$ cat config.mk
export PLATFORM = sky130hd
export DESIGN_NAME = register
export DESIGN_NICKNAME = d
export VERILOG_FILES = /design/src/rtl/register_pkg.sv /design/src/rtl/register_stage.sv /design/src/rtl/register.sv
export SDC_FILE = /design/constraint.sdc
export NUM_CORES = 1
export LEC_CHECK = 0
export ABC_AREA = 1
export BUFFER_PORTS_ARGS = -buffer_cell sky130_fd_sc_hd__buf_2
export CORE_ASPECT_RATIO = 1.1
export CORE_MARGIN = 10
export CORE_UTILIZATION = 39
export CTS_CLUSTER_DIAMETER = 150
export DETAILED_ROUTE_END_ITERATION = 8
export GPL_ROUTABILITY_DRIVEN = 0
export HOLD_SLACK_MARGIN = 0.02
export PLACE_DENSITY = 0.9
export SETUP_SLACK_MARGIN = 0.5
export SLEW_MARGIN = 20
export SYNTH_ARGS = -nofsm -noshare
export SYNTH_HDL_FRONTEND = slang
export SYNTH_SLANG_ARGS = --single-unit
$ cat constraint.sdc
create_clock -name clk -period 0.8 [get_ports clk]
set_input_delay 0.04 -clock clk [delete_from_list [all_inputs] [get_ports clk]]
set_output_delay 0.04 -clock clk [all_outputs]
set_load 0.05 [all_outputs]
$ cat src/rtl/register_pkg.sv
// Shared defaults and helpers for the register pipeline.
// Optional parity output is enabled by defining REGISTER_PARITY_EN.
package register_pkg;

    localparam int unsigned DEFAULT_WIDTH   = 32;
    localparam int unsigned DEFAULT_DEPTH   = 1;
    localparam logic [63:0] DEFAULT_RST_VAL = '0;
    localparam int unsigned MAX_DEPTH       = 8;
    localparam int unsigned MAX_WIDTH       = 64;

    // Even parity: 1 when an odd number of bits are set.
    function automatic logic parity64(input logic [63:0] value);
        return ^value;
    endfunction

endpackage

$ cat src/rtl/register_stage.sv
// One WIDTH-bit pipeline flop with asynchronous active-low reset to RST_VAL.
module register_stage
    import register_pkg::*;
#(
    parameter int unsigned      WIDTH   = DEFAULT_WIDTH,
    parameter logic [WIDTH-1:0] RST_VAL = '0
) (
    input  logic             clk,
    input  logic             rst,
    input  logic [WIDTH-1:0] d_i,
    output logic [WIDTH-1:0] q_o
);

    logic [WIDTH-1:0] q_d;
    logic [WIDTH-1:0] q_q;

    always_comb begin
        q_d = d_i;
    end

    always_ff @(posedge clk or negedge rst) begin
        if (!rst) begin
            q_q <= RST_VAL;
        end else begin
            q_q <= q_d;
        end
    end

    assign q_o = q_q;

endmodule

$ cat src/rtl/register.sv
// DEPTH-stage data pipeline with asynchronous active-low reset.
// Define REGISTER_PARITY_EN to add parity_out (XOR of all data_out bits).
module register
    import register_pkg::*;
#(
    parameter int unsigned WIDTH   = DEFAULT_WIDTH,
    parameter logic [63:0] RST_VAL = DEFAULT_RST_VAL,
    parameter int unsigned DEPTH   = DEFAULT_DEPTH
) (
    input  logic             clk,
    input  logic             rst,
    input  logic [WIDTH-1:0] data_in,
`ifdef REGISTER_PARITY_EN
    output logic             parity_out,
`endif
    output logic [WIDTH-1:0] data_out
);

    if (WIDTH < 1 || WIDTH > MAX_WIDTH) begin : g_bad_width
        $fatal(1, "register: WIDTH=%0d outside legal range 1..%0d", WIDTH, MAX_WIDTH);
    end
    if (DEPTH < 1 || DEPTH > MAX_DEPTH) begin : g_bad_depth
        $fatal(1, "register: DEPTH=%0d outside legal range 1..%0d", DEPTH, MAX_DEPTH);
    end

    localparam logic [WIDTH-1:0] RST_TRUNC = RST_VAL[WIDTH-1:0];

    // stage_q[0] is the raw input; stage_q[DEPTH] is the last flop.
    logic [WIDTH-1:0] stage_q [DEPTH+1];

    assign stage_q[0] = data_in;

    for (genvar i = 0; i < DEPTH; i++) begin : g_stage
        register_stage #(
            .WIDTH   (WIDTH),
            .RST_VAL (RST_TRUNC)
        ) u_stage (
            .clk (clk),
            .rst (rst),
            .d_i (stage_q[i]),
            .q_o (stage_q[i+1])
        );
    end

    assign data_out = stage_q[DEPTH];

`ifdef REGISTER_PARITY_EN
    assign parity_out = parity64(64'(data_out));
`endif

endmodule

==> metrics.yaml, run 1 <==
critical_path:
  worst_setup_path_end_kind: "output port"
  crit_chain: "buf_6"
  cpMaxStageDelayCell: "dfrtp_2"
  slowest_delay_ps: 420
  crit_family: "flip-flops"
  cp_max_fo: 1
  cp_num_buf_inv: 1
  crit_required_ps: 760
  start_kind: "flop"
  critPathArrivalTime_ps: 900
  worstSetupPathType: "flop to output port"
routing:
  finalWirelength_um: 2280
  dr.pass1.iters: 3
  drc: 0
  ant_nets: 0
  viasPerCell: 4.13
  drt_iter0_markers: 10
  wl_per_cell_um: 17.0
  vias: 553
logic_synthesis:
  synth_top_area_cell: "dfrtp_1"
  syn_nets: 66
  syn_inst: 32
  synth-seq-cells: 32
  avgSynthCellArea_um2: 25.0
  syn_area_um2: 801
  synth_cell_types: 1
  synth_area_leaders: "dfrtp_1"
  ys_seq_area_frac: 1.00
  synth_top_area_frac: 1.00
  ys_warn_count: 0
floorplan:
  coreArea_mm2: 0.00198
  die_h_um: 67.5
  die-area_mm2: 0.00427
  ios: 66
  start_util: 0.405
  rows: 17
  die_x_um: 63.2
placement:
  dp_hpwl_um: 1770
  io_buffers: 65
cells_and_area:
  largest_reg_flops: 32
  drive_above_1_share: 1.00
  final_util: 0.749
  diodes: 0
  layout.nets: 140
  multi_input_area_um2: 0
  syn2layout_area_growth_pct: 85.0
  comb.multi_input.count: 0
timing:
  hold_ws_ps: -343
  setup_viol_count_final: 32
  fin_ws_ps: -136
  max_freq_mhz: 1070
  tns_ps: -3780
  slew-limit-headroom: 0.863
  maxSlewViolCount: 0
  fin_crit_ps: 936
  rsz0062_at_grt: "true"
  worst_pin_slew_ps: 205
  period_share: 1.17
  hold_viol_final: 64
clock_tree:
  cts_tree: "yes"
  ctsRootBufferMaster: "clkbuf_4"
  clock_path_buffers: 2
  cts_made_buffers: 5
  cts_num_sinks: 32
  postCtsSetupRepairBufs: 0
  cts_max_level: 2
  path_clk_slew_ps: 80
global_routing:
  overflow: 0
  grt_pass1_wl_um: 3500
  grt_pass1_vias: 640
  track_usage: 0.114
  antenna_found_initial: 0
  grt_max_degree: 17
power_and_ir_drop:
  vdd_ir_drop_max_mv: 1.46
  power_density_mw_per_mm2: 2250
  p_leak_nw: 0.711
status:
  status: "complete, but fails checks"
  violations: "negative hold slack, negative setup slack"
job:
  cap_violations: 0
min_path:
  hold_class: "input port to async pin"
final cells by class:
cell class	instances	area, µm²
flip-flops and latches	32	841
repair buffers	67	541
fillers	123	497
clock buffers	7	65.1
well taps	28	35.0
worst max path at each step:
stage | start | end | slack [ps] | depth (start not counted)
2_1_floorplan | g_stage[0].u_stage.q_o[0] | data_out[0] | 280 | 0
3_3_place_gp | g_stage[0].u_stage.q_o[20] | data_out[20] | 190 | 1
3_5_place_dp | g_stage[0].u_stage.q_o[29] | data_out[29] | 170 | 1
4_1_cts | g_stage[0].u_stage.q_o[11] | data_out[11] | -150 | 1
5_1_grt | g_stage[0].u_stage.q_o[14] | data_out[14] | -180 | 1
6_report | g_stage[0].u_stage.q_o[14] | data_out[14] | -140 | 1
per-stage QoR:
stage	std cells	hold slack [ps]	power (mW)	setup WS, ps	instance area [µm²]
after global routing	134	-346	3.49	-175	1480
after detailed placement	127	7.92	2.28	171	1220
after CTS	134	-350	3.38	-148	1480
final	134	-343	3.34	-136	1480
after floorplan	32	-256	2.07	275	841
after global placement	127	0.0830	2.26	186	1220
report_power, final:
part	switching (mW)	internal (mW)
Clock	0.478	0.497
Combinational	0.392	0.221
Sequential	0.0375	1.71
what timing repair did:
item,in CTS,in global routing
endpoints found under the hold margin,64,64
pin swaps,0,0
resized for setup,64,0
endpoints found under the setup margin,32,32
cells in the mapped netlist, drive strengths merged:
library cell and number:
dfrtp 32
routing by layer:
metal,up-vias,global-route usage,share of wire
met3,7,0.0678,0.13
met4,0,0.0984,0.028
li1,244,-,-
met5,-,0,0
met2,43,0.180,0.52
met1,259,0.104,0.32
cells by family (layout without fill, tap and decap cells):
family / Yosys count / count (layout) / share of synthesized area
DFF: 32 / 32 / 1.00
buffers and inverters: 0 / 74 / 0
cell usage in the layout (no fill, tap or decap):
master,n
buf_2,33
buf_4,2
buf_6,32
clkbuf_4,5
clkbuf_8,2
dfrtp_2,32
Note: power is estimated with default switching activity, not from simulation.
==> inputs of run 2 (changes only) <==
- RECOVER_POWER: default -> 25
- SYNTH_HIERARCHICAL: default -> 1
==> run 2 against run 1 <==
Utilization fell by 0.19 points. Design area fell by 0.25%. Combinational power fell by 0.7%. Highest routed layer unchanged. Clock-buffer cell count did not move. The flow still finishes with violations (negative hold slack, negative setup slack). Flip-flop and latch count did not move. Critical path type unchanged. Die area did not move. Worst setup slack improved by 10 ps. Wire length rose by 1.8%. Non-clock buffer count did not move. Global-route usage rose by 0.42 points.
==> metrics.yaml, run 2 <==
global_routing:
  grt_pass1_vias: 671  # was 640
  overflow: 0  # unchanged
  grt_max_degree: 17  # unchanged
  antenna_found_initial: 0  # unchanged
  track_usage: 0.118  # was 0.114
  grt_pass1_wl_um: 3570  # was 3500 µm
logic_synthesis:
  synth_edf_count: 0  # unchanged
  avgSynthCellArea_um2: 25.0  # unchanged
  synth_flop_cell: "dfrtp_1"  # unchanged
  synth_top_area_frac: 1.00  # unchanged
  syn_area_um2: 801  # unchanged
  ys_seq_area_frac: 1.00  # unchanged
  synth_top_area_cell: "dfrtp_1"  # unchanged
  ys_warn_count: 6  # was 0
  synth_cell_types: 1  # unchanged
  synth-seq-cells: 32  # unchanged
  synth_area_leaders: "dfrtp_1"  # unchanged
  synth_commonest_cells: "dfrtp_1"  # unchanged
  synthMostInstantiatedCell: "dfrtp_1"  # unchanged
  syn_nets: 66  # unchanged
  syn_inst: 32  # unchanged
  async_flop_share: 1.00  # unchanged
clock_tree:
  clock_path_buffers: 2  # unchanged
  cts_max_level: 2  # unchanged
  cts_tree: "yes"  # unchanged
  cts_made_buffers: 5  # unchanged
  postCtsSetupRepairBufs: 0  # unchanged
  ctsRootBufferMaster: "clkbuf_4"  # unchanged
  path_clk_slew_ps: 80  # about the same
  cts_num_sinks: 32  # unchanged
cells_and_area:
  layout.nets: 140  # unchanged
  drive_above_1_share: 0.991  # was 1.00
  stdcell_count: 134  # unchanged
  multi_input_area_um2: 0  # unchanged
  final_util: 0.747  # was 0.749
  comb.multi_input.count: 0  # unchanged
  syn2layout_area_growth_pct: 84.5  # was 85.0%
  diodes: 0  # unchanged
  final_cell_mix: "buf_2, dfrtp_2, buf_6"  # unchanged
  largest_reg_flops: 32  # unchanged
  final_common_cell: "buf_2"  # unchanged
timing:
  period_share: 1.16  # was 1.17
  setup_viol_count_final: 32  # unchanged
  slew-limit-headroom: 0.455  # was 0.863
  hold_ws_ps: -338  # was -343 ps
  fin_ws_ps: -126  # was -136 ps
  hold_viol_final: 64  # unchanged
  fin_crit_ps: 926  # was 936 ps
  max_freq_mhz: 1080  # was 1070 MHz
  maxSlewViolCount: 0  # unchanged
  worst_pin_slew_ps: 817  # was 205 ps
  rsz0062_at_grt: "true"  # unchanged
critical_path:
  worst_setup_path_end_kind: "output port"  # unchanged
  start_kind: "flop"  # unchanged
  worstSetupPathType: "flop to output port"  # unchanged
  cpMaxStageDelayCell: "dfrtp_2"  # unchanged
  crit_family: "flip-flops"  # unchanged
  cp_num_buf_inv: 1  # unchanged
  cp_max_fo: 1  # unchanged
  crit_chain: "buf_6"  # unchanged
  slowest_delay_ps: 410  # was 420 ps
  crit_required_ps: 760  # about the same
  critPathArrivalTime_ps: 890  # was 900 ps
floorplan:
  rows: 17  # unchanged
  start_util: 0.405  # unchanged
  die-area_mm2: 0.00427  # unchanged
  coreArea_mm2: 0.00198  # unchanged
  die_h_um: 67.5  # unchanged
  die_x_um: 63.2  # unchanged
  ios: 66  # unchanged
placement:
  dp_hpwl_um: 1770  # about the same
  io_buffers: 65  # unchanged
  placed_cells: 127  # unchanged
  dp_slack_ps: 171  # unchanged
status:
  status: "complete, but fails checks"  # unchanged
  violations: "negative hold slack, negative setup slack"  # unchanged
power_and_ir_drop:
  power_density_mw_per_mm2: 2250  # about the same
  p_leak_nw: 0.708  # was 0.711 nW
  finalPower_mw: 3.33  # was 3.34 mW
  vdd_ir_drop_max_mv: 1.52  # was 1.46 mV
routing:
  viasPerCell: 4.15  # was 4.13
  vias: 556  # was 553
  wl_per_cell_um: 17.4  # was 17.0 µm
  dr.pass1.iters: 2  # was 3
  ant_nets: 0  # unchanged
  finalWirelength_um: 2330  # was 2280 µm
  drc: 0  # unchanged
  drt_iter0_markers: 15  # was 10
min_path:
  hold_class: "input port to async pin"  # unchanged
job:
  cap_violations: 0  # unchanged
==> run 2: final timing paths <==
path	from	endpoint	slack (ps)	cells past startpoint
worst max-delay path	g_stage[0].u_stage/q_o[18]	data_out[18]	-130	1
worst min-delay path	rst	g_stage[0].u_stage/q_o[18]	-340	2
max in group asynchronous	rst	g_stage[0].u_stage/q_o[5]	360	2
min in group clk	data_in[26]	g_stage[0].u_stage/q_o[26]	-180	1
==> run 2: cell type report <==
cell class	count	area [µm²]
Sequential cell	32	841
Timing Repair Buffer	67	537
Fill cell	134	500
Clock buffer	7	65.1
Tap cell	28	35.0
==> run 2: what timing repair did <==
action / in CTS / in global routing
gates resized for setup: 64 / 0
endpoints found under the setup margin: 32 / 32
endpoints found under the hold margin: 64 / 64
gates cloned: 0 / 0
==> run 2: through the flow <==
step	setup TNS (ps)	instance area, µm²	hold slack, ps
floorplan	0	841	-256
global placement	0	1220	0.0830
detailed placement	0	1220	10.7
CTS	-4420	1480	-352
global route	-5380	1480	-352
finish	-3650	1480	-338
==> run 2: power by group <==
group	leakage [nW]	switching, mW	internal (mW)
logic	0.329	0.391	0.218
registers	0.341	0.0390	1.71
clock network	0.0374	0.470	0.497
==> run 2: layer usage <==
| metal | global-route usage | routed length (µm) |
|---|---|---|
| met3 | 0.0826 | 258 |
| met4 | 0.0902 | 48 |
| met2 | 0.183 | 1230 |
| met1 | 0.108 | 793 |
| met5 | 0 | 0 |
==> run 2: cell families after synthesis <==
kind of cell  after synthesis  synth area share
flops                      32              1.00
==> inputs of run 3 (changes only) <==
- SKIP_CTS_REPAIR_TIMING: default -> 1
==> run 3 against run 2 <==
The run still ends with negative hold slack, negative setup slack left. Highest routed layer unchanged. Utilization decreased by 0.19 points. Wire length unchanged. Final cell count unchanged. Via count increased by 0.54%. Flip-flop and latch count unchanged. Total power about the same. Fmax about the same.
==> metrics.yaml, run 3 (same netlist as run 2, synthesis figures left out) <==
cells_and_area:
  diodes: 0  # unchanged
  largest_reg_flops: 32  # unchanged
  layout.nets: 140  # unchanged
  multi_input_area_um2: 0  # unchanged
  syn2layout_area_growth_pct: 84.1  # was 84.5%
  drive_above_1_share: 0.981  # was 0.991
  final_cell_mix: "buf_2, dfrtp_2, buf_6"  # unchanged
  comb.multi_input.count: 0  # unchanged
  final_util: 0.745  # was 0.747
  fin_area_mm2: 0.00147  # was 0.00148 mm²
  stdcell_count: 134  # unchanged
  final_common_cell: "buf_2"  # unchanged
power_and_ir_drop:
  intPower_mw: 2.42  # was 2.43 mW
  vdd_ir_drop_max_mv: 1.52  # about the same
  pwr-share-comb: 0.183  # about the same
  clock_power_share: 0.291  # about the same
  power_density_mw_per_mm2: 2260  # was 2250 mW/mm²
  switching_share: 0.271  # was 0.270
  switching_power_uw: 900  # about the same
  finalPower_mw: 3.32  # was 3.33 mW
  p_leak_nw: 0.704  # was 0.708 nW
  p_seq_frac: 0.527  # was 0.526
status:
  violations: "negative hold slack, negative setup slack"  # unchanged
  status: "complete, but fails checks"  # unchanged
routing:
  finalWirelength_um: 2330  # unchanged
  drc: 0  # unchanged
  dr.pass1.iters: 2  # unchanged
  drt_iter0_markers: 15  # unchanged
  vias: 559  # was 556
  ant_nets: 0  # unchanged
  viasPerCell: 4.17  # was 4.15
  wl_per_cell_um: 17.4  # unchanged
floorplan:
  ios: 66  # unchanged
  die_x_um: 63.2  # unchanged
  coreArea_mm2: 0.00198  # unchanged
  rows: 17  # unchanged
  die-area_mm2: 0.00427  # unchanged
  die_h_um: 67.5  # unchanged
  start_util: 0.405  # unchanged
critical_path:
  cp_num_buf_inv: 1  # unchanged
  crit_required_ps: 760  # about the same
  crit_family: "flip-flops"  # unchanged
  worst_setup_path_end_kind: "output port"  # unchanged
  start_kind: "flop"  # unchanged
  cpMaxStageDelayCell: "dfrtp_2"  # unchanged
  critPathArrivalTime_ps: 890  # about the same
  worstSetupPathType: "flop to output port"  # unchanged
  cp_max_fo: 1  # unchanged
  slowest_delay_ps: 410  # about the same
  crit_chain: "buf_6"  # unchanged
global_routing:
  grt_pass1_wl_um: 3220  # was 3570 µm
  track_usage: 0.106  # was 0.118
  grt_max_degree: 17  # unchanged
  grt_pass1_vias: 650  # was 671
  overflow: 0  # unchanged
  antenna_found_initial: 0  # unchanged
placement:
  io_buffers: 65  # unchanged
  placed_cells: 127  # unchanged
  placed_cell_area_mm2: 0.00122  # unchanged
  dp_slack_ps: 171  # unchanged
  dp_hpwl_um: 1770  # unchanged
timing:
  fin_ws_ps: -126  # about the same
  fin_crit_ps: 926  # about the same
  tns_ps: -3640  # was -3650 ps
  maxSlewViolCount: 0  # unchanged
  hold_ws_ps: -181  # was -338 ps
  rsz0062_at_grt: "true"  # unchanged
  hold_viol_final: 64  # unchanged
  setup_viol_count_final: 32  # unchanged
  worst_pin_slew_ps: 820  # was 817 ps
  period_share: 1.16  # about the same
  max_freq_mhz: 1080  # about the same
  slew-limit-headroom: 0.453  # was 0.455
clock_tree:
  cts_max_level: 2  # unchanged
  ctsRootBufferMaster: "clkbuf_4"  # unchanged
  cts_made_buffers: 5  # unchanged
  path_clk_slew_ps: 80  # about the same
  clock_path_buffers: 2  # unchanged
  cts_tree: "yes"  # unchanged
  cts_num_sinks: 32  # unchanged
job:
  cap_violations: 0  # unchanged
min_path:
  hold_class: "input port to flop"  # was input port to async pin
-- run 3: changes by cell type in the layout (fill, tap and decap cells not counted) --
cell,delta
clkbuf_1,+1
buf_4,-1
-- run 3: area by class of cell --
type / count / area [µm²]
Clock buffer: 7 / 65.1
Fill cell: 136 / 504
Sequential cell: 32 / 841
Tap cell: 28 / 35.0
Timing Repair Buffer: 67 / 533
-- run 3: metal layers --
metal  vias to the layer above  GRT usage  share of wire
li1                        244          -              -
met5                         -          0              0
met4                         0     0.0902          0.021
met2                        41      0.162           0.53
met3                         6     0.0777           0.11
met1                       268     0.0932           0.34
-- run 3: power groups by stage --
stage | Combinational, mW | Clock (mW) | Sequential (mW)
floorplan | 0 | 0 | 2.07
global placement | 0.506 | 0 | 1.76
detailed placement | 0.516 | 0 | 1.76
CTS | 0.517 | 1.02 | 1.73
global route | 0.637 | 1.10 | 1.76
finish | 0.607 | 0.967 | 1.75
-- run 3: final timing paths --
check,endpoint,cells after the start,slack (ps),from
worst max-delay path,data_out[18],1,-130,g_stage[0].u_stage/q_o[18]
worst min-delay path,g_stage[0].u_stage/q_o[26],1,-180,data_in[26]
max in group asynchronous,g_stage[0].u_stage/q_o[23],2,350,rst
min in group asynchronous,g_stage[0].u_stage/q_o[19],2,-120,rst
